**config.mk**
```make
export PLATFORM = sky130hd
export DESIGN_NAME = hsk_fifo_mc
export DESIGN_NICKNAME = d
export VERILOG_FILES = /design/src/rtl/hsk_fifo_mc.sv
export SDC_FILE = /design/constraint.sdc
export NUM_CORES = 1
export LEC_CHECK = 0
export BUFFER_PORTS_ARGS = -buffer_cell sky130_fd_sc_hd__buf_2
export CORE_MARGIN = 5
export CORE_UTILIZATION = 51
export CTS_BUF_LIST = sky130_fd_sc_hd__clkbuf_2
export CTS_CLUSTER_DIAMETER = 80
export DETAILED_ROUTE_END_ITERATION = 8
export PLACE_DENSITY_LB_ADDON = 0.08
export SYNTH_ARGS = -nofsm -noshare
export SYNTH_HDL_FRONTEND = slang
export SYNTH_SLANG_ARGS = --single-unit
```
**constraint.sdc**
```tcl
create_clock -name clk -period 2.7 [get_ports clk]
set_clock_uncertainty 0.2 [all_clocks]
set_input_delay 0.405 -clock clk [delete_from_list [all_inputs] [get_ports clk]]
set_output_delay 0.405 -clock clk [all_outputs]
set_load 0.02 [all_outputs]
```
**src/rtl/hsk_fifo_mc.sv**
```systemverilog
// ---------------------------------------------------------------------------
// hsk_fifo_mc
//
// Multi-channel req/ack FIFO: CH independent queues of DEPTH entries each,
// sharing one push port and one pop port, each addressed by a channel index.
// Every channel keeps its own write/read pointer, occupancy counter,
// full/empty flags and, optionally, an idle-timeout flag.
//
// Build option:
//   HSK_FIFO_MC_TIMEOUT_EN  defined   -> per-channel idle counters drive
//                                        timeout[c] after TO_CYCLES idle
//                                        cycles on a non-empty channel.
//                           undefined -> timeout tied to zero, no idle
//                                        counters, TO_CYCLES ignored.
//
// Ports:
//   clk       in   clock, rising edge
//   resetn    in   asynchronous active-low reset
//   push_req  in   producer write request
//   push_ch   in   [CHW]   target channel of push
//   data_in   in   [WIDTH] write data
//   push_ack  out  write accepted this cycle (combinational)
//   pop_req   in   consumer read request
//   pop_ch    in   [CHW]   source channel of pop
//   pop_ack   out  read accepted this cycle (combinational)
//   data_out  out  [WIDTH] read data, registered, valid the cycle after pop
//   full      out  [CH]    channel holds DEPTH entries
//   empty     out  [CH]    channel holds 0 entries
//   count     out  [CH*(L2D+1)] occupancy, channel c at [c*(L2D+1) +: L2D+1]
//   timeout   out  [CH]    channel idle for TO_CYCLES cycles
// ---------------------------------------------------------------------------
module hsk_fifo_mc #(
    parameter int WIDTH     = 8,
    parameter int DEPTH     = 16,
    parameter int L2D       = 4,
    parameter int CH        = 4,
    parameter int CHW       = 2,
    parameter int TO_CYCLES = 7
) (
    input  logic                    clk,
    input  logic                    resetn,
    input  logic                    push_req,
    input  logic [CHW-1:0]          push_ch,
    input  logic [WIDTH-1:0]        data_in,
    output logic                    push_ack,
    input  logic                    pop_req,
    input  logic [CHW-1:0]          pop_ch,
    output logic                    pop_ack,
    output logic [WIDTH-1:0]        data_out,
    output logic [CH-1:0]           full,
    output logic [CH-1:0]           empty,
    output logic [CH*(L2D+1)-1:0]   count,
    output logic [CH-1:0]           timeout
);

    localparam int CW = L2D + 1;

    // Parameter sanity: an illegal combination elaborates this empty
    // scope, which makes a misconfigured instance easy to spot in the
    // hierarchy. The legal configuration never creates it.
    generate
        if ((DEPTH != (1 << L2D)) || (DEPTH < 2) || (CH < 2) ||
            ((1 << CHW) < CH) || (TO_CYCLES < 1) || (TO_CYCLES > 255)) begin : g_illegal_params
        end
    endgenerate

    // Storage is deliberately not reset.
    logic [WIDTH-1:0] r_mem   [CH][DEPTH];
    logic [L2D-1:0]   r_wptr  [CH];
    logic [L2D-1:0]   r_rptr  [CH];
    logic [CW-1:0]    r_count [CH];
    logic [WIDTH-1:0] r_data_out;

    logic [CH-1:0]    w_full;
    logic [CH-1:0]    w_empty;
    logic [CH-1:0]    w_push_sel;
    logic [CH-1:0]    w_pop_sel;
    logic             w_push_ch_ok;
    logic             w_pop_ch_ok;
    logic             w_push_hsk;
    logic             w_pop_hsk;

    // -----------------------------------------------------------------------
    // Flags and handshakes, all derived from registered occupancy so that
    // push never sees a same-cycle pop and pop never sees a same-cycle push.
    // -----------------------------------------------------------------------
    always_comb begin
        for (int c = 0; c < CH; c++) begin
            w_full[c]  = (r_count[c] == CW'(DEPTH));
            w_empty[c] = (r_count[c] == '0);
        end
    end

    // Channel indices beyond CH (only possible when CH is not a power of
    // two) are refused rather than aliased onto another queue.
    assign w_push_ch_ok = (32'(push_ch) < 32'(CH));
    assign w_pop_ch_ok  = (32'(pop_ch)  < 32'(CH));

    assign push_ack   = push_req && w_push_ch_ok && !w_full[push_ch];
    assign pop_ack    = pop_req  && w_pop_ch_ok  && !w_empty[pop_ch];
    assign w_push_hsk = push_ack;
    assign w_pop_hsk  = pop_ack;

    always_comb begin
        for (int c = 0; c < CH; c++) begin
            w_push_sel[c] = w_push_hsk && (push_ch == CHW'(c));
            w_pop_sel[c]  = w_pop_hsk  && (pop_ch  == CHW'(c));
        end
    end

    // -----------------------------------------------------------------------
    // Storage write
    // -----------------------------------------------------------------------
    always_ff @(posedge clk) begin
        if (w_push_hsk) begin
            r_mem[push_ch][r_wptr[push_ch]] <= data_in;
        end
    end

    // -----------------------------------------------------------------------
    // Pointers and occupancy. A same-channel push+pop advances both
    // pointers and leaves the count alone.
    // -----------------------------------------------------------------------
    always_ff @(posedge clk or negedge resetn) begin
        if (!resetn) begin
            for (int c = 0; c < CH; c++) begin
                r_wptr[c]  <= '0;
                r_rptr[c]  <= '0;
                r_count[c] <= '0;
            end
        end else begin
            for (int c = 0; c < CH; c++) begin
                if (w_push_sel[c]) begin
                    r_wptr[c] <= r_wptr[c] + 1'b1;
                end
                if (w_pop_sel[c]) begin
                    r_rptr[c] <= r_rptr[c] + 1'b1;
                end
                case ({w_push_sel[c], w_pop_sel[c]})
                    2'b10:   r_count[c] <= r_count[c] + 1'b1;
                    2'b01:   r_count[c] <= r_count[c] - 1'b1;
                    default: r_count[c] <= r_count[c];
                endcase
            end
        end
    end

    // -----------------------------------------------------------------------
    // Read data register: holds its value between pops.
    // -----------------------------------------------------------------------
    always_ff @(posedge clk or negedge resetn) begin
        if (!resetn) begin
            r_data_out <= '0;
        end else if (w_pop_hsk) begin
            r_data_out <= r_mem[pop_ch][r_rptr[pop_ch]];
        end
    end

    assign data_out = r_data_out;
    assign full     = w_full;
    assign empty    = w_empty;

    always_comb begin
        count = '0;
        for (int c = 0; c < CH; c++) begin
            count[c*CW +: CW] = r_count[c];
        end
    end

    // -----------------------------------------------------------------------
    // Idle timeout
    // -----------------------------------------------------------------------
`ifdef HSK_FIFO_MC_TIMEOUT_EN
    localparam logic [7:0] TO_LIM = 8'(TO_CYCLES);

    logic [7:0]    r_idle [CH];
    logic [7:0]    w_idle_nxt [CH];
    logic [CH-1:0] r_timeout;

    // Any handshake on the channel, or the channel sitting empty, restarts
    // the idle count; otherwise it climbs and parks at the limit.
    always_comb begin
        for (int c = 0; c < CH; c++) begin
            if (w_empty[c] || w_push_sel[c] || w_pop_sel[c]) begin
                w_idle_nxt[c] = '0;
            end else if (r_idle[c] != TO_LIM) begin
                w_idle_nxt[c] = r_idle[c] + 8'd1;
            end else begin
                w_idle_nxt[c] = r_idle[c];
            end
        end
    end

    // The flag is registered from the next idle value so it rises on the
    // same edge the counter reaches the limit, TO_CYCLES edges after the
    // last handshake.
    always_ff @(posedge clk or negedge resetn) begin
        if (!resetn) begin
            for (int c = 0; c < CH; c++) begin
                r_idle[c] <= '0;
            end
            r_timeout <= '0;
        end else begin
            for (int c = 0; c < CH; c++) begin
                r_idle[c]    <= w_idle_nxt[c];
                r_timeout[c] <= (w_idle_nxt[c] == TO_LIM);
            end
        end
    end

    assign timeout = r_timeout;
`else
    assign timeout = {CH{1'b0}};
`endif

endmodule

```
==> results.txt, run 1 <==
status - finished with violations
failing checks - setup timing
Synth area leaders - edfxtp_1, mux4_2, dfrtp_1, mux2i_1, mux2_2
Max Cap Viol - 0
PortBufs - 53
via count - 12647
final worst setup slack - -994 ps
first-pass GRT wire length - 82.0 mm
crit path capture type - output pin
dpl cell area - 26300 um^2
Final Util - 63.9%
Total Wirelength - 54.0 mm
TritonRoute pass-1 iters - 5
area share of the largest cell type after synthesis - 66.0%
top layer in use - met4
reg2reg end - count[4]
Hold WS - 131 ps
die span in x - 224 um
IO Pins - 58
P&R area growth vs syn - 24.1%
PwrDens - 811 nW/um^2
die height - 224 um
Hold Crit Class - input pin to flip-flop
Setup Crit Path Kind - flip-flop to output pin
Core Area - 45300 um^2
Skew-Pair Late Insertion Delay - 1290 ps
Req. time, crit path - 2100 ps
Hold Path Origin - pop_req
row count - 78
largest net degree at the start of global routing - 65
Post-synth ARST share - 10.5%
Filler cells - 3301
leakage - 10.5 nW
Placer Congestion - 0.833
Multi-input gate area - 6650 um^2
hold path depth - 5
flop-to-flop setup slack - -330 ps
M1 WL - 23.4 mm
Root Buffer - clkbuf_2
nets - 1661
Max H-tree Level - 4
crit path DAT - 3090 ps
vias in the first global route - 13548
clock sink total - 572
CTS clk-pin slew, worst paths - 110 ps
design area - 28900 um^2
Max VDD drop - 0.000602 V
CTS tree - yes
Netlist cell types - 46
R2R cell count - 14
DP Wirelength - 33.8 mm
FF-to-FF Start - count[2]
DR vias/cell - 5.45
flops & latches, synth - 572
CP max FO - 2
CTS Buffer Depth - 3
initial antenna violation count - 1
register area share after synthesis - 72.4%
crit path time final - 3690 ps
Max Freq - 271 MHz
Final ANT Viol Nets - 0
Min-Delay Endpoint - data_out[6]
met2 WL - 27.0 mm
# setup viols final - 18
Seq. cell area - 16900 um^2
Starting Density - 51.5%
DR WL met3 - 2.73 mm
RSZ-0062 raised after global routing - true
Post-synth EDFFs - 512
share of layout cells above drive strength 1 - 48.0%
warnings from Yosys - 0
Primary FF master, synth - edfxtp_1
starting DRC count in detailed routing - 813
Syn Area/Cell - 19.5 um^2
DRC Markers - 0
biggest area consumer among synthesized cells - edfxtp_1
Critical Path Start Type - flip-flop
Cell Area, Synth - 23300 um^2
Fin. Hold Viols - 0
CTS Buf Count - 145
Least-Margin Pin Slew - 1180 ps
Final Max Tran Viols - 0
relative slew slack - 20.7%
pre-CTS WS - -390 ps
crit share post-route - 137%
Mapped Cells - 1197
WL/cell - 23.3 um
total global routing overflow - 0
global-route usage over all layers - 22.2%
die area - 50100 um^2
-- registers in the layout (all words and copies together) (netlist names) --
signal / count
count: 20
r_rptr: 16
data_out: 8
r_wptr: 16
r_mem: 512
-- where the power goes --
group	internal (W)	total [W]	switching, W
clock	0.00231	0.00567	0.00336
combinational	0.00353	0.00699	0.00346
sequential	0.0103	0.0108	0.000504
-- Yosys cell counts (13+ instances only) --
| cell | count |
|---|---|
| mux2i_1 | 45 |
| dfrtp_1 | 60 |
| inv_1 | 23 |
| ha_1 | 24 |
| mux2_2 | 27 |
| o21ai_0 | 13 |
| a21oi_1 | 15 |
| clkbuf_1 | 19 |
| xnor2_1 | 23 |
| nand2_1 | 50 |
| nor2_1 | 72 |
| edfxtp_1 | 512 |
| buf_2 | 25 |
| xor2_1 | 18 |
| mux4_2 | 137 |
-- critical path, stage by stage, from the launching register on --
cell      delay [ps]
dfrtp_2          410
or4_4            550
buf_6            140
nor2_4            80
buf_6            100
mux4_2           220
nand2b_4         200
inv_2             50
buf_6            120
-- logic make-up (layout without fill, tap and decap cells) --
| logic type | Yosys count | after routing | synth area share [%] |
|---|---|---|---|
| adder cells (fa/ha/maj) | 28 | 28 | 1.63 |
| other | 1 | 5 | 0.0161 |
| XOR/XNOR | 41 | 41 | 1.54 |
| AO/OA/AOI/OAI | 86 | 86 | 2.53 |
| buffers and inverters | 88 | 606 | 1.83 |
| multiplexers | 214 | 214 | 16.8 |
| flip-flops | 572 | 572 | 72.4 |
| AND/OR/NAND/NOR | 167 | 167 | 3.25 |
-- how the worst max path moves through the flow --
stage               startpoint             to
floorplan             count[6]       count[9]
global placement    push_ch[1]  r_mem[1][109]
detailed placement  push_ch[1]  r_mem[1][105]
CTS                   count[3]        pop_ack
global route          count[2]        pop_ack
finish                count[2]        pop_ack
-- placed cells by master, fill, tap and decap left out, types with 10 or more instances in the layout --
cell type and count:
edfxtp_1 512, clkbuf_2 202, buf_4 177, mux4_2 137, buf_6 61, dfrtp_1 51
mux2i_1 45, buf_12 38, nand2_1 31, dlygate4sd3_1 31, nor2_2 30, mux2_2 27
clkinv_1 25, buf_2 25, xnor2_1 23, nor2_4 21, nor2_1 21, xor2_1 18
ha_1 17, inv_2 15, inv_1 12, a211oi_1 12, o21ai_1 11, nand2_2 10
clkinv_2 10
-- through the flow --
stage | cells | setup TNS [ps] | total power, W
floorplan | 1200 | -1280 | 0.0142
global route | 2319 | -10720 | 0.0247
CTS | 2304 | -14610 | 0.0234
global placement | 1994 | -52800 | 0.0169
finish | 2319 | -6450 | 0.0235
detailed placement | 1994 | -53120 | 0.0170
-- final cells by class --
type	count	area share (%)
diodes	1	0.00865
clock buffers	202	3.49
flip-flops and latches	572	58.4
multi-input cells	540	23.0
inverters	23	0.316
well taps	600	2.59
repair buffers	335	11.3
clock inverters	46	0.939
-- routing by layer --
layer,up-vias,GRT usage [%]
li1,5726,-
met1,6522,30.3
met2,335,35.6
met3,64,5.94
met4,0,7.08
met5,-,0
-- what timing repair did --
action,in CTS,in global routing
gates resized for setup,125,69
buffers inserted,25,20
hold buffers,39,1
pin swaps,20,21
setup endpoints to repair,107,392
endpoints found under the hold margin,1126,27
Power figures use the tool's default switching activity.
==> inputs of run 2 (changes only) <==
--- a/config.mk
+++ b/config.mk
@@ -11,7 +11,8 @@
 export CTS_BUF_LIST = sky130_fd_sc_hd__clkbuf_2
 export CTS_CLUSTER_DIAMETER = 80
 export DETAILED_ROUTE_END_ITERATION = 8
-export PLACE_DENSITY_LB_ADDON = 0.08
+export PLACE_DENSITY = 0.7
+export SKIP_LAST_GASP = 1
 export SYNTH_ARGS = -nofsm -noshare
 export SYNTH_HDL_FRONTEND = slang
 export SYNTH_SLANG_ARGS = --single-unit
==> results.txt, run 2 (same netlist as run 1, synthesis figures left out) <==
status - finished with violations (unchanged)
failing checks - setup timing (unchanged)
RSZ-0062 raised after global routing - true (unchanged)
Min-Delay Endpoint - r_mem[1][50] (was data_out[6])
starting DRC count in detailed routing - 916 (was 813)
hold path depth - 2 (was 5)
Starting Density - 51.5% (unchanged)
Max Freq - 286 MHz (was 271 MHz)
switch share - 31.8% (was 31.2%)
Setup Crit Path Kind - flip-flop to output pin (unchanged)
max FFs per register - 512 (unchanged)
Skew-Pair Late Insertion Delay - 1060 ps (was 1290 ps)
vias in the first global route - 13398 (was 13548)
CTS tree - yes (unchanged)
Core Area - 45300 um^2 (unchanged)
CTS Buffer Depth - 3 (unchanged)
Fin. Hold Viols - 0 (unchanged)
largest net degree at the start of global routing - 65 (unchanged)
clock share of power - 24.1% (was 24.2%)
crit-path most repeated cell - buf_6 (unchanged)
nets - 1586 (was 1661)
internal power - 0.0156 W (was 0.0161 W)
row count - 78 (unchanged)
CTS clk-pin slew, worst paths - 100 ps (was 110 ps)
Placer Congestion - 0.838 (was 0.833)
M1 WL - 21.5 mm (was 23.4 mm)
Critical Path Start Type - flip-flop (unchanged)
PwrDens - 808 nW/um^2 (was 811 nW/um^2)
Root Buffer - clkbuf_2 (unchanged)
Total Wirelength - 52.2 mm (was 54.0 mm)
initial antenna violation count - 1 (unchanged)
final worst setup slack - -801 ps (was -994 ps)
Hold Path Origin - data_in[2] (was pop_req)
Final ANT Viol Nets - 0 (unchanged)
leakage - 10.1 nW (was 10.5 nW)
PortBufs - 53 (unchanged)
IO Pins - 58 (unchanged)
global-route usage over all layers - 21.1% (was 22.2%)
Max VDD drop - 0.000482 V (was 0.000602 V)
Hold WS - 126 ps (was 131 ps)
Buf/Inv on CP - 4 (unchanged)
R2R cell count - 15 (was 14)
share of layout cells above drive strength 1 - 47.0% (was 48.0%)
leading cell types in the layout, fill and taps excluded - edfxtp_1, clkbuf_2, mux4_2 (was edfxtp_1, clkbuf_2, buf_4)
combinational power share - 28.8% (was 29.8%)
Hold Crit Class - input pin to flip-flop (unchanged)
die area - 50100 um^2 (unchanged)
Final Util - 62.4% (was 63.9%)
clock sink total - 572 (unchanged)
# setup viols final - 125 (was 18)
crit path capture type - output pin (unchanged)
FF-to-FF Start - count[3] (was count[2])
CP max FO - 2 (unchanged)
Multi-input gate area - 6850 um^2 (was 6650 um^2)
reg2reg end - count[4] (unchanged)
CTS Buf Count - 141 (was 145)
Design Power - 0.0228 W (was 0.0235 W)
Slowest-stage cell, CP - or4_4 (unchanged)
top layer in use - met4 (unchanged)
Least-Margin Pin Slew - 1230 ps (was 1180 ps)
DRC Markers - 0 (unchanged)
die height - 224 um (unchanged)
DR WL met3 - 3.24 mm (was 2.73 mm)
WL/cell - 23.2 um (was 23.3 um)
DR vias/cell - 5.65 (was 5.45)
Seq. cell area - 16900 um^2 (about the same)
first-pass GRT wire length - 79.7 mm (was 82.0 mm)
Req. time, crit path - 2100 ps (about the same)
Max Cap Viol - 0 (unchanged)
crit path DAT - 2900 ps (was 3090 ps)
TritonRoute pass-1 iters - 5 (unchanged)
met2 WL - 26.5 mm (was 27.0 mm)
die span in x - 224 um (unchanged)
DP Wirelength - 33.2 mm (was 33.8 mm)
power share of the sequential group - 47.1% (was 46.0%)
Final Max Tran Viols - 0 (unchanged)
Max H-tree Level - 4 (unchanged)
Top delay family on crit path - simple AND/OR/NAND/NOR gates (unchanged)
CP peak stage delay - 530 ps (was 550 ps)
total global routing overflow - 0 (unchanged)
Filler cells - 3250 (was 3301)
relative slew slack - 18.2% (was 20.7%)
crit share post-route - 130% (was 137%)
commonest non-fill, non-tap cell in the layout - edfxtp_1 (unchanged)
Net Switching - 0.00726 W (was 0.00732 W)
via count - 12700 (was 12647)
flop-to-flop setup slack - -390 ps (was -330 ps)
P&R area growth vs syn - 21.3% (was 24.1%)
crit path time final - 3500 ps (was 3690 ps)
CP Cell Sequence - or4_4 > buf_6 > nor2_4 > buf_6 > mux4_2 > nand2b_4 > inv_2 > buf_6 (unchanged)
-- run 2: stage by stage --
step / std cells / TNS (ps) / worst slack (ps) / cell area, um^2
after floorplan: 1200 / -1280 / -172 / 23600
after global placement: 1965 / -53070 / -253 / 26100
after detailed placement: 1965 / -61030 / -389 / 26100
after CTS: 2244 / -23180 / -954 / 27800
after global routing: 2247 / -27200 / -988 / 28300
final: 2247 / -12710 / -801 / 28300
-- run 2: worst max path at each step --
stage,start,end,slack (ps),cells after the start
after CTS,count[3],pop_ack,-950,8
after floorplan,count[6],count[9],-170,12
final,count[3],pop_ack,-800,8
after global routing,count[2],pop_ack,-990,8
after detailed placement,push_ch[1],r_mem[1][108],-390,7
after global placement,push_ch[1],r_mem[1][106],-250,7
-- run 2: routing by layer --
metal / global-route usage, % / vias to the layer above
met2: 34.5 / 466
li1: - / 5579
met5: 0 / -
met4: 6.78 / 0
met3: 4.60 / 77
met1: 28.8 / 6578
-- run 2: final cells by class --
class	instances	share of cell area (%)
clock buffers	214	3.79
inverters	23	0.314
well taps	600	2.66
flip-flops and latches	572	59.7
diodes	1	0.00885
multi-input cells	540	24.2
clock inverters	33	0.562
repair buffers	264	8.72
-- run 2: timing repair --
action | in CTS | in global routing
gates resized for setup | 63 | 122
cloned | 0 | 0
hold endpoints to repair | 747 | 9
setup endpoints to repair | 86 | 494
hold buffers | 21 | 1
setup buffers | 15 | 15
pin swaps | 15 | 39
-- run 2: power by group through the flow --
stage | Combinational, W | Sequential, W | Clock [W]
final | 0.00657 | 0.0108 | 0.00551
after floorplan | 0.00305 | 0.0112 | 0
after CTS | 0.00614 | 0.0108 | 0.00565
after global placement | 0.00574 | 0.0109 | 0
after global routing | 0.00700 | 0.0108 | 0.00618
after detailed placement | 0.00585 | 0.0109 | 0
==> inputs of run 3 (changes only) <==
--- a/config.mk
+++ b/config.mk
@@ -5,6 +5,7 @@
 export SDC_FILE = /design/constraint.sdc
 export NUM_CORES = 1
 export LEC_CHECK = 0
+export ABC_AREA = 1
 export BUFFER_PORTS_ARGS = -buffer_cell sky130_fd_sc_hd__buf_2
 export CORE_MARGIN = 5
 export CORE_UTILIZATION = 51
==> results.txt, run 3 <==
status - finished with violations (unchanged)
failing checks - setup timing (unchanged)
crit path capture type - flip-flop (was output pin)
Least-Margin Pin Slew - 1230 ps (about the same)
starting DRC count in detailed routing - 1711 (was 916)
Post-synth EDFFs - 512 (unchanged)
Netlist cell types - 36 (was 46)
Hold Crit Class - input pin to flip-flop (unchanged)
flops & latches, synth - 572 (unchanged)
Mapped Cells - 2312 (was 1197)
crit share post-route - 122% (was 130%)
Max VDD drop - 0.000788 V (was 0.000482 V)
max FFs per register - 512 (unchanged)
Synth area leaders - edfxtp_1, nand2_1, nand3_1, dfrtp_1, nor2_1 (was edfxtp_1, mux4_2, dfrtp_1, mux2i_1, mux2_2)
Root Buffer - clkbuf_2 (unchanged)
PwrDens - 764 nW/um^2 (was 808 nW/um^2)
WL/cell - 20.5 um (was 23.2 um)
Core Area - 47800 um^2 (was 45300 um^2)
Cell Area, Synth - 24700 um^2 (was 23300 um^2)
IO Pins - 58 (unchanged)
final non-filler cell total - 3398 (was 2247)
nets - 2727 (was 1586)
global-route usage over all layers - 25.4% (was 21.1%)
Setup Crit Path Kind - flip-flop to flip-flop (was flip-flop to output pin)
warnings from Yosys - 0 (unchanged)
CP Cell Sequence - inv_2 > nand4_1 > buf_4 > nor2_4 > nand2_2 > nand2_2 > a21oi_4 > nand2_4 > buf_4 > buf_4 > buf_8 > nor2_4 > inv_2 > ha_4 > inv_4 > fa_2 > inv_2 > a21oi_2 > nor2_1 > nor2_1 > nand2_1 > nand2_1 > nor2_1 > xor2_1 (was or4_4 > buf_6 > nor2_4 > buf_6 > mux4_2 > nand2b_4 > inv_2 > buf_6)
share of layout cells above drive strength 1 - 26.3% (was 47.0%)
clock sink total - 572 (unchanged)
leading cell types in the layout, fill and taps excluded - nand2_1, edfxtp_1, nand3_1 (was edfxtp_1, clkbuf_2, mux4_2)
Inst Count DP - 3077 (was 1965)
P&R area growth vs syn - 24.2% (was 21.3%)
Primary FF master, synth - edfxtp_1 (unchanged)
Final Max Tran Viols - 0 (unchanged)
first-pass GRT wire length - 103 mm (was 79.7 mm)
CP max FO - 5 (was 2)
most common cell in the netlist - nand2_1 (was edfxtp_1)
Max Cap Viol - 0 (unchanged)
Placer Congestion - 0.882 (was 0.838)
Req. time, crit path - 3610 ps (was 2100 ps)
initial antenna violation count - 2 (was 1)
Multi-input gate area - 8020 um^2 (was 6850 um^2)
Slowest-stage cell, CP - dfrtp_2 (was or4_4)
Max H-tree Level - 4 (unchanged)
die height - 230 um (was 224 um)
crit path DAT - 4210 ps (was 2900 ps)
CTS Buffer Depth - 3 (unchanged)
register area share after synthesis - 68.2% (was 72.4%)
total global routing overflow - 0 (unchanged)
Starting Density - 51.7% (was 51.5%)
dpl cell area - 27100 um^2 (was 26100 um^2)
Post-synth ARST share - 10.5% (unchanged)
via count - 18871 (was 12700)
biggest area consumer among synthesized cells - edfxtp_1 (unchanged)
vias in the first global route - 18447 (was 13398)
# setup viols final - 476 (was 125)
Filler cells - 3599 (was 3250)
Final ANT Viol Nets - 0 (unchanged)
die area - 53000 um^2 (was 50100 um^2)
DRC Markers - 0 (unchanged)
Total Wirelength - 69.7 mm (was 52.2 mm)
RSZ-0062 raised after global routing - true (unchanged)
CTS clk-pin slew, worst paths - 90 ps (was 100 ps)
Syn Area/Cell - 10.7 um^2 (was 19.5 um^2)
largest net degree at the start of global routing - 129 (was 65)
row count - 80 (was 78)
final worst setup slack - -599 ps (was -801 ps)
TritonRoute pass-1 iters - 7 (was 5)
Skew-Pair Late Insertion Delay - 1220 ps (was 1060 ps)
Fin. Hold Viols - 0 (unchanged)
Hold WS - 256 ps (was 126 ps)
Seq. cell area - 16900 um^2 (about the same)
CTS tree - yes (unchanged)
leakage - 12.5 nW (was 10.1 nW)
commonest non-fill, non-tap cell in the layout - nand2_1 (was edfxtp_1)
DP Wirelength - 40.3 mm (was 33.2 mm)
CTS Buf Count - 143 (was 141)
most common library cells after synthesis - nand2_1, edfxtp_1, nand3_1 (was edfxtp_1, mux4_2, nor2_1)
Critical Path Start Type - flip-flop (unchanged)
CP peak stage delay - 420 ps (was 530 ps)
design area - 30700 um^2 (was 28300 um^2)
flop-to-flop setup slack - -600 ps (was -390 ps)
relative slew slack - 17.8% (was 18.2%)
Max Freq - 303 MHz (was 286 MHz)
area share of the largest cell type after synthesis - 62.1% (was 66.0%)
crit path time final - 3300 ps (was 3500 ps)
die span in x - 230 um (was 224 um)
PortBufs - 53 (unchanged)
Design Power - 0.0235 W (was 0.0228 W)
DR vias/cell - 5.55 (was 5.65)
==> run 3: worst paths after layout <==
check	cells past startpoint	to	start
setup reg to reg	24	count[19]	count[0]
max in group asynchronous	6	r_rptr[6]	resetn
hold / removal	8	r_wptr[7]	push_ch[1]
min in group asynchronous	5	count[7]	resetn
hold reg to reg	2	r_wptr[7]	r_wptr[7]
setup / recovery	24	count[19]	count[0]
==> run 3: per-layer routing <==
layer  global-route usage [%]  vias up  wire, um  share of wire [%]
li1                         -     8684         -                  -
met1                     33.5     9097     27500                 39
met2                     41.0      932     33700                 48
met4                     9.49        0      2300                3.3
met5                        0        -         0                  0
met3                     6.60      158      6190                8.9
==> run 3: per-stage QoR <==
step | worst slack (ps) | setup TNS (ps) | utilization (%)
floorplan | -223 | -872 | -
finish | -599 | -43810 | 64.3
detailed placement | -253 | -4920 | 56.7
global placement | -203 | -1470 | 56.7
global route | -785 | -85310 | 64.3
CTS | -720 | -16210 | 61.3
==> run 3: cell families (layout without fill, tap and decap cells) <==
| group | count (synthesis) | after routing | share of synthesized area (%) |
|---|---|---|---|
| XOR/XNOR | 27 | 27 | 0.956 |
| buffers and inverters | 196 | 663 | 3.77 |
| other | 1 | 5 | 0.0152 |
| flip-flops | 572 | 572 | 68.2 |
| adder cells (fa/ha/maj) | 28 | 28 | 1.54 |
| AO/OA/AOI/OAI | 65 | 65 | 1.44 |
| AND/OR/NAND/NOR | 1423 | 1423 | 24.1 |
==> run 3: cell type report <==
type / instances / area share [%]
Inverter: 81 / 1.01
Sequential cell: 572 / 55.0
Clock inverter: 45 / 1.01
Tap cell: 615 / 2.50
Antenna cell: 1 / 0.00814
Clock buffer: 199 / 3.24
Timing Repair Buffer: 338 / 11.2
Multi-Input combinational cell: 1547 / 26.1
==> run 3: worst max-delay path, delay by kind of cell (launching register included) <==
kind	cells	cell delay (ps)
and+or+nand+nor	11	1020
AOI/OAI and AO/OA	2	90
buffers and inverters	8	850
adders and majority gates	2	510
xor gates and xnor gates	1	150
DFF	1	420
==> run 3: power breakdown <==
group          leakage (nW)  total, W  switching (W)  internal, W
clock network         0.979   0.00587        0.00348      0.00239
logic                  6.20   0.00679        0.00403      0.00276
registers              5.32    0.0108       0.000565       0.0103
total                  12.5    0.0235        0.00807       0.0154
==> run 3: repair_timing <==
item                                    4_1_cts  5_1_grt
resized for setup                           113      317
pin swaps                                    30       44
setup buffers                                23       26
gates cloned                                  0        0
endpoints found under the setup margin       65      551
hold endpoints to repair                   1000        0
hold buffers                                 40        0
